$ cat src/rtl/midi_pkg.sv
// rtl/midi_pkg.sv - shared types and constants for the MIDI message parser
package midi_pkg;

  typedef enum logic [1:0] {
    EV_NOTE_OFF = 2'd0,
    EV_NOTE_ON  = 2'd1,
    EV_CC       = 2'd2,
    EV_PBEND    = 2'd3
  } ev_t;

  typedef enum logic [1:0] {
    NO_STATUS = 2'd0,
    WAIT_D1   = 2'd1,
    WAIT_D2   = 2'd2,
    SKIP      = 2'd3
  } parse_state_t;

  localparam logic [3:0] NOTE_OFF = 4'h8;
  localparam logic [3:0] NOTE_ON  = 4'h9;
  localparam logic [3:0] POLY_AT  = 4'hA;
  localparam logic [3:0] CC       = 4'hB;
  localparam logic [3:0] PROG     = 4'hC;
  localparam logic [3:0] CH_AT    = 4'hD;
  localparam logic [3:0] PBEND    = 4'hE;

  localparam logic [7:0] REALTIME_MIN = 8'hF8;

  // Event payload: {type[1:0], channel[3:0], data1[6:0], data2[6:0]}
  localparam int EV_W = 20;

  function automatic logic needs_two_data(input logic [3:0] status);
    return !((status == PROG) || (status == CH_AT));
  endfunction

  function automatic logic makes_event(input logic [3:0] status);
    return (status == NOTE_OFF) || (status == NOTE_ON) || (status == CC) || (status == PBEND);
  endfunction

endpackage

$ cat src/rtl/midi_event_reg.sv
// rtl/midi_event_reg.sv - 1-entry valid/ready holding register with overflow pulse
module midi_event_reg #(
  parameter int W = 8
) (
  input  logic         clk_i,
  input  logic         reset_i,
  input  logic         load_valid_i,
  input  logic [W-1:0] load_data_i,
  input  logic         ready_i,
  output logic         valid_o,
  output logic [W-1:0] data_o,
  output logic         overflow_o
);

  logic         valid_q, valid_d;
  logic [W-1:0] data_q, data_d;
  logic         ovf_q, ovf_d;

  // A full register that is not being drained keeps its event; the newcomer is lost.
  always_comb begin
    valid_d = valid_q;
    data_d  = data_q;
    ovf_d   = 1'b0;
    if (load_valid_i && valid_q && !ready_i) begin
      ovf_d = 1'b1;
    end else if (load_valid_i) begin
      valid_d = 1'b1;
      data_d  = load_data_i;
    end else if (valid_q && ready_i) begin
      valid_d = 1'b0;
    end
  end

  always_ff @(posedge clk_i) begin
    if (!reset_i) begin
      valid_q <= 1'b0;
      data_q  <= '0;
      ovf_q   <= 1'b0;
    end else begin
      valid_q <= valid_d;
      data_q  <= data_d;
      ovf_q   <= ovf_d;
    end
  end

  assign valid_o    = valid_q;
  assign data_o     = data_q;
  assign overflow_o = ovf_q;

endmodule

$ cat src/rtl/midi_message_parser.sv
// rtl/midi_message_parser.sv - MIDI channel message parser with running status and event output
module midi_message_parser
  import midi_pkg::*;
#(
  parameter logic       OMNI    = 1'b1,
  parameter logic [3:0] CHANNEL = 4'd0
) (
  input  logic       clk,
  input  logic       reset,
  input  logic [7:0] byte_in,
  input  logic       byte_valid,
  output logic       ev_valid,
  input  logic       ev_ready,
  output logic [1:0] ev_type,
  output logic [3:0] ev_channel,
  output logic [6:0] ev_data1,
  output logic [6:0] ev_data2,
  output logic       ev_overflow
);

  parse_state_t state_q, state_d;
  logic [3:0]   status_q, status_d;
  logic [3:0]   chan_q, chan_d;
  logic [6:0]   d1_q, d1_d;
  logic         ev_load;
  ev_t          ev_kind;
  logic         chan_ok;
  logic [EV_W-1:0] ev_payload;
  logic [EV_W-1:0] ev_out;

  assign chan_ok = OMNI || (chan_q == CHANNEL);

  always_comb begin
    state_d  = state_q;
    status_d = status_q;
    chan_d   = chan_q;
    d1_d     = d1_q;
    ev_load  = 1'b0;
    if (byte_valid && (byte_in < REALTIME_MIN)) begin
      if (byte_in[7]) begin
        if (byte_in[7:4] == 4'hF) begin
          state_d  = SKIP;
          status_d = 4'h0;
        end else begin
          state_d  = WAIT_D1;
          status_d = byte_in[7:4];
          chan_d   = byte_in[3:0];
        end
      end else begin
        case (state_q)
          WAIT_D1: begin
            d1_d = byte_in[6:0];
            if (needs_two_data(status_q)) state_d = WAIT_D2;
          end
          WAIT_D2: begin
            state_d = WAIT_D1;
            ev_load = makes_event(status_q) && chan_ok;
          end
          default: ;
        endcase
      end
    end
  end

  // Zero-velocity Note On is reported as Note Off.
  always_comb begin
    ev_kind = EV_NOTE_OFF;
    case (status_q)
      NOTE_ON: ev_kind = (byte_in[6:0] == 7'd0) ? EV_NOTE_OFF : EV_NOTE_ON;
      CC:      ev_kind = EV_CC;
      PBEND:   ev_kind = EV_PBEND;
      default: ev_kind = EV_NOTE_OFF;
    endcase
  end

  assign ev_payload = {ev_kind, chan_q, d1_q, byte_in[6:0]};

  always_ff @(posedge clk) begin
    if (!reset) begin
      state_q  <= NO_STATUS;
      status_q <= 4'h0;
      chan_q   <= 4'h0;
      d1_q     <= 7'd0;
    end else begin
      state_q  <= state_d;
      status_q <= status_d;
      chan_q   <= chan_d;
      d1_q     <= d1_d;
    end
  end

  midi_event_reg #(.W(EV_W)) u_event_reg (
    .clk_i        (clk),
    .reset_i      (reset),
    .load_valid_i (ev_load),
    .load_data_i  (ev_payload),
    .ready_i      (ev_ready),
    .valid_o      (ev_valid),
    .data_o       (ev_out),
    .overflow_o   (ev_overflow)
  );

  assign ev_type    = ev_out[19:18];
  assign ev_channel = ev_out[17:14];
  assign ev_data1   = ev_out[13:7];
  assign ev_data2   = ev_out[6:0];

endmodule
$ cat config.mk
export PLATFORM = sky130hd
export DESIGN_NAME = midi_message_parser
export DESIGN_NICKNAME = d
export VERILOG_FILES = /design/src/rtl/midi_pkg.sv /design/src/rtl/midi_event_reg.sv /design/src/rtl/midi_message_parser.sv
export SDC_FILE = /design/constraint.sdc
export NUM_CORES = 1
export LEC_CHECK = 0
export ABC_CLOCK_PERIOD_IN_PS = 1400
export BUFFER_PORTS_ARGS = -buffer_cell sky130_fd_sc_hd__buf_2
export CAP_MARGIN = 20
export CORE_ASPECT_RATIO = 1.2
export CORE_MARGIN = 4
export CORE_UTILIZATION = 48
export CTS_CLUSTER_DIAMETER = 200
export DETAILED_ROUTE_END_ITERATION = 10
export PLACE_DENSITY = 0.79
export SYNTH_ARGS = -nofsm -noshare
export SYNTH_HDL_FRONTEND = slang
export SYNTH_HIERARCHICAL = 1
export SYNTH_SLANG_ARGS = --single-unit
$ cat constraint.sdc
create_clock -name clk -period 1.4 [get_ports clk]
set_input_delay 0.28 -clock clk [delete_from_list [all_inputs] [get_ports clk]]
set_output_delay 0.28 -clock clk [all_outputs]
set_load 0.1 [all_outputs]
# After elaboration in Yosys (flattened, before gate mapping)
# Cells that the tools add are included.
[op_classes]
n_lt_le_gt_ge = 1
n_eq_ne = 10
muxes = 13
n_bitwise = 3
n_reduce_logical = 18
[op_table]
columns = ["cell", "count"]
rows = [
  ["== test 4 bit (second input constant)", 7],
  ["AND reduction 3 bit", 3],
  ["< comparator 8 bit (second input constant)", 1],
  ["logical NOT 7 bit", 1],
  ["2-to-1 mux 1 bit", 7],
  ["2-to-1 mux 2 bit", 3],
  ["one-hot mux 2 bit (3 select lines)", 1],
  ["AND reduction 2 bit", 3],
  ["logical AND 1 bit", 4],
  ["logical OR 1 bit", 4],
  ["2-to-1 mux 4 bit", 1],
  ["one-hot mux 2 bit (2 select lines)", 1],
  ["!= test 3 bit (second input constant)", 1],
  ["inverter 1 bit", 3],
  ["nonzero test 3 bit", 1],
  ["== test 2 x 1 -> 1 bit (second input constant)", 1],
  ["== test 2 bit (second input constant)", 1],
  ["nonzero test 2 bit", 1],
  ["logical NOT 1 bit", 1],
]
[word_totals]
register_bits = 39
inputBits = 12
out_inout_bits = 22
word_cells = 52

# Longest topological paths before layout
[logic_depth]
word_depth = 11
ltp_mapped = 6
depth_no_buf = 5

# By module
# The synthesis kept the hierarchy.
[by_module_without_submodules]
columns = ["mod", "n_inst", "cells_each", "area_each_um2"]
rows = [
  ["midi_event_reg", 1, 93, 879.6],
  ["midi_message_parser", 1, 88, 788.3],
]

# Worst setup path before layout
# Ideal clock, no wire load.
[synth_timing]
kind = "reg2reg"
startpoint = "register u_event_reg.valid_q, in the netlist u_event_reg/valid_o"
endpoint = "register u_event_reg.data_q[0], in the netlist u_event_reg/data_o[0]"
setup_time_ns = 0.120
arrival_time_ns = 1.559
path_slack_ns = -0.280
stages_incl_launch_ff = 5
n_path_buf = 1
period_less_slack_ns = 1.680
cell_sequence = "dfxtp_1 -> nor2b_4 -> nor2b_4 -> buf_6 -> mux2i_1"
[synth_between]
elab_chain_cells = 4
[synth_rtl]
columns = ["item", "line", "source"]
rows = [
  ["start: declaration", "midi_event_reg.sv:15", "logic valid_q, valid_d;"],
  ["start signal: assignment", "midi_event_reg.sv:40", "valid_q <= valid_d;"],
  ["logical AND 1 bit (2 in series)", "midi_event_reg.sv:24", "if (load_valid_i && valid_q && !ready_i) begin"],
  ["inverter 1 bit (no line)", "-", ""],
  ["AND reduction 2 bit (no line)", "-", ""],
  ["end signal: assignment", "midi_event_reg.sv:41", "data_q <= data_d;"],
  ["end: declaration", "midi_event_reg.sv:16", "logic [W-1:0] data_q, data_d;"],
]
# No other way between the ends.
# A chain may end at the register's enable or synchronous reset.

# Worst setup path in the final report
[layout_timing]
startpoint = "register state_q[0]"
endpoint = "register u_event_reg.data_q[11], in the netlist u_event_reg/data_o[11]"
[layout_between]
elab_chain_cells = 8
[layout_rtl]
columns = ["item", "line", "source"]
rows = [
  ["start: declaration", "midi_message_parser.sv:21", "parse_state_t state_q, state_d;"],
  ["start signal: assignment", "midi_message_parser.sv:85", "state_q <= state_d;"],
  ["== test 2 bit *", "midi_message_parser.sv:50", "case (state_q)"],
  ["2-to-1 mux 1 bit *", "midi_message_parser.sv:50", ""],
  ["2-to-1 mux 1 bit *", "midi_message_parser.sv:40", "if (byte_in[7]) begin"],
  ["2-to-1 mux 1 bit *", "midi_message_parser.sv:39", "if (byte_valid && (byte_in < REALTIME_MIN)) begin"],
  ["via ev_load", "midi_message_parser.sv:25", "logic ev_load;"],
  ["logical AND 1 bit (2 in series)", "midi_event_reg.sv:24", ""],
  ["inverter 1 bit (no line)", "-", ""],
  ["AND reduction 2 bit (no line) *", "-", ""],
]
# Mark *: on every way through the listed nets, which the timed path passes. The rest lies on a longest branch.

==> results.md <==
* Worst r2r src: state_q[0]$_SDFFE_PN0P_
* Final HPWL DP at 2710 um
* Path class of the lowest-slack min-delay path: in2reg
* First DRT Iteration DRCs at 89
* Cell type with the largest total area after synthesis: dfxtp_1
* Min-Delay Path Depth at 3
* Clock transition at the registers of the reported paths at 80 ps
* Share of synthesized area occupied by flip-flops and latches at 0.468
* Clock tree sinks at 39
* Final-report max-slew violation count at 0
* Yosys warning count at 6
* Total DRC errors in the routed layout at 0
* Number of buffers inserted during clock tree synthesis at 5
* Fraction of post-synthesis cell area in the top cell type by area at 0.468
* Master cell of the clock root buffer: clkbuf_8
* Number of enable flip-flop cells after synthesis at 0
* # Max-Cap Violations at 0
* Type of the setup path with the least slack: reg2reg
* Total length of routed wires at 4090 um
* Time the final worst path needs with I/O delays and setup at 1560 ps
* Aggregate global routing overflow at 0
* Maximum frequency from static timing analysis at 643 MHz
* Total count of hold-check failures in the final report at 0
* Global-route wire length before repair at 6980 um
* Hold Path Sink: u_event_reg/data_o[5]$_SDFFE_PN0P_
* Height of the die at 72.6 um
* R2R setup slack at -160 ps
* Signal arrival time at the worst endpoint at 1770 ps
* Result of the run: finished, violations left
* Finished Layout Cells at 275
* Number of placed instances, taps included at 260
* Compound-cell area share of the yosys netlist at 0.0863
* Basic-gate share of the synthesized area counting and, or, nand and nor cells at 0.230
* Start point of the worst hold path: byte_in[5]
* Area delta synth->final at 35.2%
* TritonCTS clock tree: done
* Post-detailed-placement cell area at 0.00198 mm2
* Power density normalized to cell area at 1030 mW/mm2
* Syn Inst Count at 181
* Top post-synthesis cells by area: dfxtp_1 47%, mux2i_1 16%, nand2_1 9.5%
* H-tree lvl count at 2
* Worst clock skew at 6.80 ps
* Worst VDD drop at 0.00106 V
* Residual antenna-violating net count after detailed routing at 0
* Critical Path Fanout Max at 5
* Length of the first detailed-routing pass in iterations at 4
* Dominant combinational cell family by area after synthesis: simple AND/OR/NAND/NOR gates
* Failing checks: setup timing
* Total via count after detailed routing at 1,515
* Number of placed I/O pins at 34
* Finish-stage setup viols at 20
* Core Box Area at 0.00334 mm2
* Adder-cell share of the synthesized area at 0
* Floorplan die area at 0.00449 mm2
* Async set-or-reset flop fraction in the synthesized netlist at 0
* Post-Synthesis Net Count at 193
* Multiplexer share of the synthesized area at 0.162
* Number of flip-flops and latches in the synthesized netlist at 39
* Worst-case reg-to-reg path depth at 6
* Number of fill cells in the layout at 274
* Final period utilization at 1.11
* Most frequently used cell type in the post-synthesis netlist: nand2_1
* Drt via density at 5.51
* Num rows at 23
* Share of final-layout standard cells stronger than drive strength 1 at 0.349
* Buffers added on ports at 33
* Predominant post-synthesis flop cell: dfxtp_1
* Endpoint of the worst-slack reg-to-reg timing path: u_event_reg/data_o[11]$_SDFFE_PN0P_
* XOR/XNOR share of the synthesized area at 0.0105
* Initial antenna violation count at 0
* Crit path capture type: register
* Width of the chip at 61.8 um
* Worst endpoint required time at 1610 ps
* Number of distinct standard cells referenced by the synthesized netlist at 32
* Slew at the pin with the worst max-slew slack at 501 ps
* Maximum number of pins on one net before global-route repair at 23
* Max-slew headroom at the worst pin at 0.668
* Tot GR Track Use at 0.208
* Worst setup margin at -155 ps
* Clk Latency, worst-skew pair at 290 ps
* Synth cell count leaders: 42 x nand2_1, 39 x dfxtp_1, 27 x mux2i_1
* Clock buffer depth at 2
* Average cell area after synthesis at 9.21 um2
* RSZ-0062 raised after global routing: yes
* Antenna Cells at 0
* Starting utilization of the core area at 0.500
* Total power consumption of the routed design at 2.33 mW
* Final design instance area without fill at 0.00225 mm2
* Fin nets at 249
* Number of global-route vias before repair at 1,497
* Detailed-route wire length per cell at 14.9 um
* Final RePlAce weighted congestion at 0.819
* Cell area after synthesis at 0.00167 mm2
* Startpoint Class: register
* Worst slack on hold paths at 314 ps
* Leakage at 0.925 nW
## worst max-delay path by stage
stage	start	end	slack, ps	cells past startpoint
4_1_cts	state_q[0]$_SDFFE_PN0P_	u_event_reg/data_o[11]$_SDFFE_PN0P_	-110	6
3_3_place_gp	byte_in[7]	u_event_reg/data_o[9]$_SDFFE_PN0P_	-180	6
3_5_place_dp	byte_in[7]	u_event_reg/data_o[11]$_SDFFE_PN0P_	-250	6
5_1_grt	state_q[0]$_SDFFE_PN0P_	u_event_reg/data_o[6]$_SDFFE_PN0P_	-240	6
2_1_floorplan	state_q[0]$_SDFFE_PN0P_	u_event_reg/data_o[0]$_SDFFE_PN0P_	10	5
6_report	state_q[0]$_SDFFE_PN0P_	u_event_reg/data_o[11]$_SDFFE_PN0P_	-160	6
## routing by layer
metal	part of all wire	global-route usage	vias up
li1	-	-	745
met4	0.012	0.0613	0
met1	0.40	0.254	726
met3	0.058	0.0425	5
met5	0	0	-
met2	0.53	0.361	39
## layout make-up
class	instances	area, um2	share of cell area
clock buffer	6	82.6	0.0366
clock inverter	2	35.0	0.0155
tap	37	46.3	0.0205
sequential	39	785	0.348
multi-input combinational	129	867	0.385
timing repair buffer	60	432	0.191
inverter	2	7.51	0.00333
## cell families (layout without fill, tap and decap cells)
logic type / count (synthesis) / after routing
AOI/OAI and AO/OA: 24 / 24
xor gates and xnor gates: 2 / 2
buffers and inverters: 13 / 70
DFF: 39 / 39
muxes: 27 / 27
and+or+nand+nor: 76 / 76
## timing repair
item                                    4_1_cts  5_1_grt
resized for setup                            15        6
cloned                                        2        0
endpoints found under the setup margin       20       25
pin swaps                                     2        4
hold buffers                                  0        0
setup buffers                                10        1
## placed cells by master, fill, tap and decap left out, types with 2 or more instances in the layout
cell type and instances:
nand2_1 42, dfxtp_1 36, nand3_1 2, and4_2 2
buf_2 33, clkbuf_8 6, and3_1 2, a21oi_1 8
o21ai_0 9, nor2b_4 3, buf_4 19, buf_6 5
nor2_1 8, mux2i_1 25, buf_12 2, nor4bb_4 2
mux2i_2 2, inv_1 2, dfxtp_2 3, nand4_1 7
## stage by stage
stage / utilization / setup slack [ps] / setup TNS [ps]
2_1_floorplan: - / 12.3 / 0
3_5_place_dp: 0.594 / -249 / -4260
4_1_cts: 0.683 / -113 / -1940
6_report: 0.675 / -155 / -2200
3_3_place_gp: 0.594 / -176 / -3060
5_1_grt: 0.675 / -237 / -4010
## power breakdown
group	switching [mW]	internal (mW)
sequential	0.0151	1.13
combinational	0.126	0.101
clock	0.379	0.576
## registers in the layout (all words and copies together) (netlist names)
register	count
u_event_reg/valid_o	1
status_q	4
state_q	2
chan_q	4
u_event_reg/data_o	20
d1_q	7
u_event_reg/overflow_o	1
## critical path, stage by stage (launching register included)
cell and delay, ps:
dfxtp_2 340, nor4bb_4 310, and3_4 230, nor2b_4 180
buf_12 130, buf_12 120, mux2i_1 180
Power figures use the tool's default switching activity.
